[src/rtl/fifo_disp_pkg.sv]
// rtl/fifo_disp_pkg.sv - digit states, blank code and hex glyph table for the FIFO display scanner
package fifo_disp_pkg;

  typedef enum logic [1:0] {DIG0, DIG1, DIG2, DIG3} digit_t;

  localparam logic [6:0] SEG_BLANK = 7'h7F;

  // Active-low {g,f,e,d,c,b,a}; b and d are the lowercase forms so they differ from 8 and 0.
  function automatic logic [6:0] hex_to_seg(input logic [3:0] nib);
    logic [6:0] s;
    case (nib)
      4'h0: s = 7'h40;
      4'h1: s = 7'h79;
      4'h2: s = 7'h24;
      4'h3: s = 7'h30;
      4'h4: s = 7'h19;
      4'h5: s = 7'h12;
      4'h6: s = 7'h02;
      4'h7: s = 7'h78;
      4'h8: s = 7'h00;
      4'h9: s = 7'h10;
      4'hA: s = 7'h08;
      4'hB: s = 7'h03;
      4'hC: s = 7'h46;
      4'hD: s = 7'h21;
      4'hE: s = 7'h06;
      default: s = 7'h0E;
    endcase
    return s;
  endfunction

endpackage

[src/rtl/fifo_display_scan_seg_decode.sv]
// rtl/fifo_display_scan_seg_decode.sv - combinational nibble to active-low seven-segment glyph
module seg_decode
  import fifo_disp_pkg::*;
(
  input  logic [3:0] nibble,
  output logic [6:0] seg
);

  always_comb begin
    seg = hex_to_seg(nibble);
  end

endmodule

[src/rtl/fifo_display_scan.sv]
// rtl/fifo_display_scan.sv - holds the last popped FIFO word and scans it onto a 4-digit display
// Optional fifo_full blink blanking is built with FIFO_DISPLAY_FULL_BLINK_EN.
module fifo_display_scan
  import fifo_disp_pkg::*;
#(
  parameter int REFRESH_DIV = 50000,
  parameter int BLINK_DIV   = 12500000
) (
  input  logic        clk,
  input  logic        rst_n,
  input  logic        rd_strobe,
  input  logic [14:0] data_in,
  input  logic        fifo_empty,
  input  logic        fifo_full,
  output logic [3:0]  an,
  output logic [6:0]  seg,
  output logic        shown_valid
);

  localparam int RW = (REFRESH_DIV > 2) ? $clog2(REFRESH_DIV) : 1;

  logic          cap_pend_q, cap_pend_d;
  logic [14:0]   hold_q, hold_d;
  logic          shown_valid_q, shown_valid_d;
  logic [RW-1:0] ref_cnt_q, ref_cnt_d;
  digit_t        digit_q, digit_d;
  logic [3:0]    an_q, an_d;
  logic [6:0]    seg_q, seg_d;
  logic          ref_wrap;
  logic [3:0]    nibble;
  logic [6:0]    glyph;
  logic          blink_blank;

  always_comb begin
    cap_pend_d    = rd_strobe;
    hold_d        = hold_q;
    shown_valid_d = shown_valid_q;
    if (cap_pend_q) begin
      hold_d        = data_in;
      shown_valid_d = 1'b1;
    end
  end

  always_comb begin
    ref_wrap  = (ref_cnt_q == RW'(REFRESH_DIV - 1));
    ref_cnt_d = ref_wrap ? '0 : ref_cnt_q + 1'b1;
    digit_d   = digit_q;
    if (ref_wrap) begin
      case (digit_q)
        DIG0:    digit_d = DIG1;
        DIG1:    digit_d = DIG2;
        DIG2:    digit_d = DIG3;
        default: digit_d = DIG0;
      endcase
    end
  end

  // an and seg both follow the next digit state so they switch on the same edge.
  always_comb begin
    nibble = 4'h0;
    an_d   = 4'b1110;
    case (digit_d)
      DIG0: begin
        nibble = hold_q[3:0];
        an_d   = 4'b1110;
      end
      DIG1: begin
        nibble = hold_q[7:4];
        an_d   = 4'b1101;
      end
      DIG2: begin
        nibble = hold_q[11:8];
        an_d   = 4'b1011;
      end
      default: begin
        nibble = {1'b0, hold_q[14:12]};
        an_d   = 4'b0111;
      end
    endcase
  end

  seg_decode u_seg_decode (
    .nibble (nibble),
    .seg    (glyph)
  );

  always_comb begin
    seg_d = (!shown_valid_q || blink_blank) ? SEG_BLANK : glyph;
  end

`ifdef FIFO_DISPLAY_FULL_BLINK_EN
  localparam int BW = (BLINK_DIV > 2) ? $clog2(BLINK_DIV) : 1;

  logic [BW-1:0] blink_cnt_q, blink_cnt_d;
  logic          phase_q, phase_d;
  logic          blink_wrap;
  logic          unused_inputs;

  // The blink counter free-runs; fifo_full only gates the blanking, never the phase.
  always_comb begin
    blink_wrap  = (blink_cnt_q == BW'(BLINK_DIV - 1));
    blink_cnt_d = blink_wrap ? '0 : blink_cnt_q + 1'b1;
    phase_d     = blink_wrap ? ~phase_q : phase_q;
    blink_blank = fifo_full & phase_q;
  end

  always_ff @(posedge clk or negedge rst_n) begin
    if (!rst_n) begin
      blink_cnt_q <= '0;
      phase_q     <= 1'b0;
    end else begin
      blink_cnt_q <= blink_cnt_d;
      phase_q     <= phase_d;
    end
  end

  assign unused_inputs = fifo_empty;
`else
  logic unused_inputs;

  assign blink_blank   = 1'b0;
  assign unused_inputs = fifo_empty ^ fifo_full ^ (BLINK_DIV < 2);
`endif

  always_ff @(posedge clk or negedge rst_n) begin
    if (!rst_n) begin
      cap_pend_q    <= 1'b0;
      hold_q        <= '0;
      shown_valid_q <= 1'b0;
      ref_cnt_q     <= '0;
      digit_q       <= DIG0;
      an_q          <= 4'b1110;
      seg_q         <= SEG_BLANK;
    end else begin
      cap_pend_q    <= cap_pend_d;
      hold_q        <= hold_d;
      shown_valid_q <= shown_valid_d;
      ref_cnt_q     <= ref_cnt_d;
      digit_q       <= digit_d;
      an_q          <= an_d;
      seg_q         <= seg_d;
    end
  end

  assign an          = an_q;
  assign seg         = seg_q;
  assign shown_valid = shown_valid_q;

endmodule
[config.mk]
export PLATFORM = sky130hd
export DESIGN_NAME = fifo_display_scan
export DESIGN_NICKNAME = d
export VERILOG_FILES = /design/src/rtl/fifo_disp_pkg.sv /design/src/rtl/fifo_display_scan_seg_decode.sv /design/src/rtl/fifo_display_scan.sv
export SDC_FILE = /design/constraint.sdc
export NUM_CORES = 1
export LEC_CHECK = 0
export CAP_MARGIN = 0
export CORE_MARGIN = 2
export CORE_UTILIZATION = 50
export DETAILED_ROUTE_END_ITERATION = 8
export HOLD_SLACK_MARGIN = 0.15
export PLACE_DENSITY = 0.74
export SLEW_MARGIN = 10
export SYNTH_ARGS = -nofsm -noshare
export SYNTH_HDL_FRONTEND = slang
export SYNTH_HIERARCHICAL = 1
export SYNTH_SLANG_ARGS = --single-unit
[constraint.sdc]
create_clock -name clk -period 5.2 [get_ports clk]
set_input_delay 1.56 -clock clk [delete_from_list [all_inputs] [get_ports clk]]
set_output_delay 1.56 -clock clk [all_outputs]
set_load 0.01 [all_outputs]
## Yosys cells after proc, flatten, opt, wreduce, memory -nomap -nowiden

Memories as Yosys holds them, arrays and structs flattened.
Cells that the tools add are included.

| word-level totals | value |
|---|---|
| logic and storage cells | 22 |
| memories | 1 |
| bits in read-only memories | 112 |
| register bits after elaboration | 46 |
| output and inout bits | 12 |

Memories:

| memory | words | bits a word | read ports | clocked after memory_dff | wr ports | RTL line | source |
|---|---|---|---|---|---|---|---|
| (no name shown) | 16 | 7 | 1 | 0 | 0 | fifo_disp_pkg.sv:11 | `case (nib)` |

| cells by class | value |
|---|---|
| reductions and logical operators | 2 |
| muxes and demuxes | 6 |
| eq/ne operators | 5 |
| add/sub/neg operators | 1 |

Operators with widths:

| cell | number |
|---|---|
| case mux 4 bit (3 select lines) | 2 |
| adder 16 x 1 -> 16 bit (second input constant) | 1 |
| == test 16 bit (second input constant) | 1 |
| 2-to-1 mux 16 bit | 1 |
| 2-to-1 mux 7 bit | 1 |
| case mux 2 bit (3 select lines) | 1 |
| == test 2 x 1 -> 1 bit (second input constant) | 2 |
| == test 2 bit (second input constant) | 2 |
| logical NOT 2 bit | 2 |
| 2-to-1 mux 2 bit | 1 |

## Logic depth before layout (Yosys ltp)

An unclocked memory read counts as a cell.

| depth | value |
|---|---|
| depth after elaboration | 7 |
| gate-level depth with buffers | 13 |
| depth with buffers taken out | 12 |

## Modules after synthesis

The synthesis kept the hierarchy.

By module, submodules not included:

| module | cells each | times used | area each (um^2) | seq. area each (um^2) |
|---|---|---|---|---|
| fifo_display_scan | 151 | 1 | 1,949.4 | 1,163.6 |
| seg_decode | 33 | 1 | 274.0 | 0.0 |

## Worst setup path after synthesis

OpenSTA, ideal clock, no wires.

| path | value |
|---|---|
| path kind | flip-flop to flip-flop |
| start | register ref_cnt_q[7] |
| end | register seg_q[3], in the netlist seg[3] |
| setup slack | 1.839 ns |
| required time | 5.114 ns |
| cell stages (with the launch flop) | 12 |
| buffers on the path | 1 |
| setup time | 0.086 ns |
| arrival time | 3.275 ns |
| cell sequence | dfrtp_1 or4b_1 nor4_4 mux2i_1 buf_6 mux2i_1 mux2i_1 inv_1 ha_1 inv_1 mux4_1 nand2b_1 |

| between the ends | value |
|---|---|
| cells in the longest elaborated chain, start to end | 6 |
| elaborated cells between the ends (all ways) | 8 |

Ends and longest elaborated chain:

| item | RTL line | source |
|---|---|---|
| start, declared | fifo_display_scan.sv:25 | `logic [RW-1:0] ref_cnt_q, ref_cnt_d;` |
| start signal, assigned | fifo_display_scan.sv:138 | `ref_cnt_q <= ref_cnt_d;` |
| == test 16 bit * | fifo_display_scan.sv:45 | `ref_wrap = (ref_cnt_q == RW'(REFRESH_DIV - 1));` |
| 2-to-1 mux 2 bit * | fifo_display_scan.sv:48 | `if (ref_wrap) begin` |
| == test 2 bit, or another cell as far along | fifo_display_scan.sv:62 | `case (digit_d)` |
| case mux 4 bit (3 select lines) * | fifo_display_scan.sv:62 |  |
| named net nibble[0] | fifo_display_scan.sv:30 | `logic [3:0] nibble;` |
| memory read (16 x 7 bit) * | n/a |  |
| named net glyph[3] | fifo_display_scan.sv:31 | `logic [6:0] glyph;` |
| 2-to-1 mux 7 bit * | fifo_display_scan.sv:88 | `seg_d = (!shown_valid_q \|\| blink_blank) ? SEG_BLANK : glyph;` |
| named net seg_d[3] | fifo_display_scan.sv:28 | `logic [6:0] seg_q, seg_d;` |
| end signal, assigned | fifo_display_scan.sv:141 | `seg_q <= seg_d;` |
| end, declared | fifo_display_scan.sv:28 |  |

The timed path passes the listed nets; every way through them passes the cells marked *.
A chain may end at the register's enable or synchronous reset.

## Worst setup path in the final report

Ends and elaborated chain as after synthesis.

==> flow_metrics.py <==
metrics = {
    "outcome": {
        "status": "finished clean",
    },
    "timing": {
        "worst_margin_slew_ns": 0.992,
        "min_period_ns": 4.13,
        "finalSetupTns_ns": 0,
        "fmaxAchievable_ghz": 0.242,
        "finalSetupViolCount": 0,
        "final_critical_path_setup_slack_ns": 1.07,
        "hold_viol": 0,
        "final_max_slew_viol_count": 0,
        "max-slew-margin-rel_pct": 32.0,
        "layout_worst_path_cycle_share_pct": 79.5,
        "rsz0062_at_grt": "false",
        "clock_skew_ns": 0.0138,
    },
    "place": {
        "dp_worst_setup_slack_ns": 1.13,
        "dp_hpwl_um": 2600,
        "gp_routability_congestion": 0.799,
        "placedInstanceArea_mm2": 0.00254,
        "count_of_input_and_output_buffers": 29,
    },
    "floorplanning": {
        "floorplan.initialDensity_pct": 51.4,
        "die_y_um": 70.7,
        "fp-row-count": 24,
        "die_w_um": 70.7,
        "die-area_mm2": 0.00500,
        "top_level_ports": 32,
        "fp.coreArea_mm2": 0.00432,
    },
    "final_layout": {
        "filler_cell_count": 385,
        "diodes": 0,
        "area_delta_synth_final_pct": 18.1,
        "fin_nets": 245,
        "design_area_mm2": 0.00263,
        "post_route_cells_drive_above_1_share_pct": 17.6,
    },
    "route": {
        "highest-signal-layer": "met4",
        "route.detailed.wl_per_inst_um": 13.0,
        "met3WireLength_um": 151,
        "drt_iter0_drc": 57,
        "remaining_drc_errors": 0,
        "ant_nets": 0,
        "wirelength_met1_um": 1550,
        "via_count": 1418,
        "vias_per_cell": 5.29,
        "met2RoutedLength_um": 1720,
        "first_pass_iters": 4,
        "routed_wl_um": 3480,
    },
    "logic_synthesis": {
        "post_synth_inst_count": 184,
        "synth.area.top_cells": "sky130_fd_sc_hd__dfrtp_1, sky130_fd_sc_hd__dfstp_2, sky130_fd_sc_hd__mux2_2",
        "synthDistinctLibCells": 37,
        "netlist_area_mm2": 0.00222,
        "synth_async_sr_flop_share_pct": 100,
        "synth_flop_cell": "sky130_fd_sc_hd__dfrtp_1",
        "synth_top_area_share_pct": 40.5,
        "synth.top_cells.by_count": "sky130_fd_sc_hd__dfrtp_1, sky130_fd_sc_hd__mux2_2, sky130_fd_sc_hd__mux2i_1, sky130_fd_sc_hd__nor2_1",
        "synth_edf_count": 0,
        "synthDominantAreaCellType": "sky130_fd_sc_hd__dfrtp_1",
        "synth.yosys.seq_area_share_pct": 52.3,
        "synth_fp_nets": 214,
        "yosysWarningCount": 6,
        "synth.most_common_cell": "sky130_fd_sc_hd__dfrtp_1",
        "synth.avg_cell_area_um2": 12.1,
        "synth.ff_latch_count": 46,
    },
    "clocking": {
        "cts_resized": 0,
        "ctsLongestPathBuffers": 2,
        "cts-root-buf": "sky130_fd_sc_hd__clkbuf_8",
        "cts_made_buffers": 5,
        "clkSinkCount": 46,
        "post-cts-setup-buffers": 0,
        "cts_tree": "yes",
        "clock_latency_on_the_worst_skew_pair_ns": 0.29,
        "cts_hold_buf": 0,
        "path_clk_slew_ns": 0.09,
        "cts_htree_levels": 2,
    },
    "worst_hold_path": {
        "worst_hold_startpoint": "ref_cnt_q[0]",
        "hp-class": "flip-flop to flip-flop",
    },
    "worst_setup_path": {
        "worst_path_largest_cell_delay_ns": 0.65,
        "worstPathRequired_ns": 5.41,
        "critical_path.cell_chain": "or4b_1 > nor4_4 > mux2i_1 > buf_4 > mux2i_1 > mux2i_1 > inv_1 > ha_1 > inv_1 > mux4_1 > nand2b_1",
        "critPathSlowestCell": "sky130_fd_sc_hd__nor4_4",
        "worst_r2r_startpoint": "ref_cnt_q[7]",
        "setup.worst_path.end_class": "flip-flop",
        "critical_path_class": "flip-flop to flip-flop",
        "cell_mode_on_critical_path": "sky130_fd_sc_hd__mux2i_1",
        "crit_buf_inv": 3,
        "timing.critical_path.arrival_ns": 4.34,
        "cp-start-kind": "flip-flop",
        "maximum_net_fanout_on_the_critical_path": 13,
        "critPathTopFamily": "multiplexers",
        "source_of_the_critical_timing_path": "ref_cnt_q[7]",
    },
    "job": {
        "max-cap-violations": 0,
    },
    "power_and_ir_drop": {
        "worst_ir_drop_vdd_mv": 0.200,
        "power_per_cell_area_mw_per_mm2": 267,
        "leakage_uw": 0.00119,
    },
    "global_routing": {
        "grt_max_degree": 47,
        "vias_in_the_first_global_route": 1441,
        "antenna_violations_before_repair": 0,
        "gr-total-overflow": 0,
        "globalRouteTotalUtil_pct": 15.6,
        "wire_length_of_the_first_global_routing_pass_um": 6290,
    },
}
[final cells by class]
type | count | area (um^2) | area share [%]
clock inverter | 2 | 10.0 | 0.381
clock buffer | 6 | 72.6 | 2.76
multi-input combinational | 121 | 980 | 37.3
sequential | 46 | 1160 | 44.3
inverter | 11 | 41.3 | 1.57
timing repair buffer | 30 | 293 | 11.2
tap | 52 | 65.1 | 2.48
[cell usage in the layout, fill, tap and decap left out, types with 2 or more instances in the layout]
cell type,count
sky130_fd_sc_hd__clkinv_2,2
sky130_fd_sc_hd__clkbuf_8,5
sky130_fd_sc_hd__and2_1,2
sky130_fd_sc_hd__nand3_1,3
sky130_fd_sc_hd__xor2_1,7
sky130_fd_sc_hd__nand2_1,11
sky130_fd_sc_hd__inv_1,11
sky130_fd_sc_hd__dfrtp_1,36
sky130_fd_sc_hd__mux2i_1,15
sky130_fd_sc_hd__clkdlybuf4s50_1,28
sky130_fd_sc_hd__nor3_1,3
sky130_fd_sc_hd__nand2b_1,11
sky130_fd_sc_hd__mux2_2,15
sky130_fd_sc_hd__ha_1,10
sky130_fd_sc_hd__dfstp_2,10
sky130_fd_sc_hd__o21ai_0,2
sky130_fd_sc_hd__nor2_1,15
sky130_fd_sc_hd__xnor2_1,6
sky130_fd_sc_hd__nand4_1,4
[logic make-up (layout without fill, tap and decap cells)]
logic type,after synthesis,count (layout),synth area share (%)
flip-flops,46,46,52.3
buffers and inverters,17,49,3.60
multiplexers,32,32,16.2
AND/OR/NAND/NOR,58,58,14.5
XOR/XNOR,13,13,5.12
AO/OA/AOI/OAI,8,8,2.59
adder cells (fa/ha/maj),10,10,5.63
[routing by layer]
| metal | vias to the layer above | GRT usage, % |
|---|---|---|
| met2 | 28 | 26.4 |
| met5 | - | 0 |
| met4 | 0 | 5.66 |
| met1 | 704 | 19.7 |
| met3 | 6 | 3.42 |
| li1 | 680 | - |
[stage by stage]
stage	utilization, %	instances	power (uW)	hold WS, ns
floorplan	-	184	460	0.424
global placement	58.8	260	502	0.435
detailed placement	58.8	260	507	0.473
CTS	60.7	268	710	0.484
global route	60.7	268	740	0.501
finish	60.7	268	701	0.478
[state kept, by name (all words and copies together) (netlist names)]
name and cells:
hold_q 15, digit_q 2, cap_pend_q 1, an 4, ref_cnt_q 16, shown_valid 1
seg 7
[report_power, final]
| part | switching, uW | internal, uW | total (uW) | leakage (uW) |
|---|---|---|---|---|
| Clock | 110 | 93.2 | 203 | 0.0000450 |
| Sequential | 10.2 | 386 | 396 | 0.000552 |
| Combinational | 42.7 | 59.5 | 102 | 0.000595 |
[worst reg2reg max path: cells and delay by family (launching register included)]
| kind | cells | cell delay [ns] |
|---|---|---|
| multiplexers | 4 | 1.39 |
| flip-flops | 1 | 0.44 |
| AND/OR/NAND/NOR | 3 | 1.39 |
| buffers and inverters | 3 | 0.49 |
| adder cells (fa/ha/maj) | 1 | 0.33 |
[final timing paths]
check / slack [ns] / cells past startpoint / endpoint
max: 1.07 / 11 / seg[3]
min: 0.48 / 1 / ref_cnt_q[0]
max reg2reg: 1.07 / 11 / seg[3]
min reg2reg: 0.48 / 1 / ref_cnt_q[0]
max in group asynchronous: 3.20 / 1 / ref_cnt_q[13]
min in group asynchronous: 1.40 / 1 / ref_cnt_q[8]
Power figures use the tool's default switching activity.
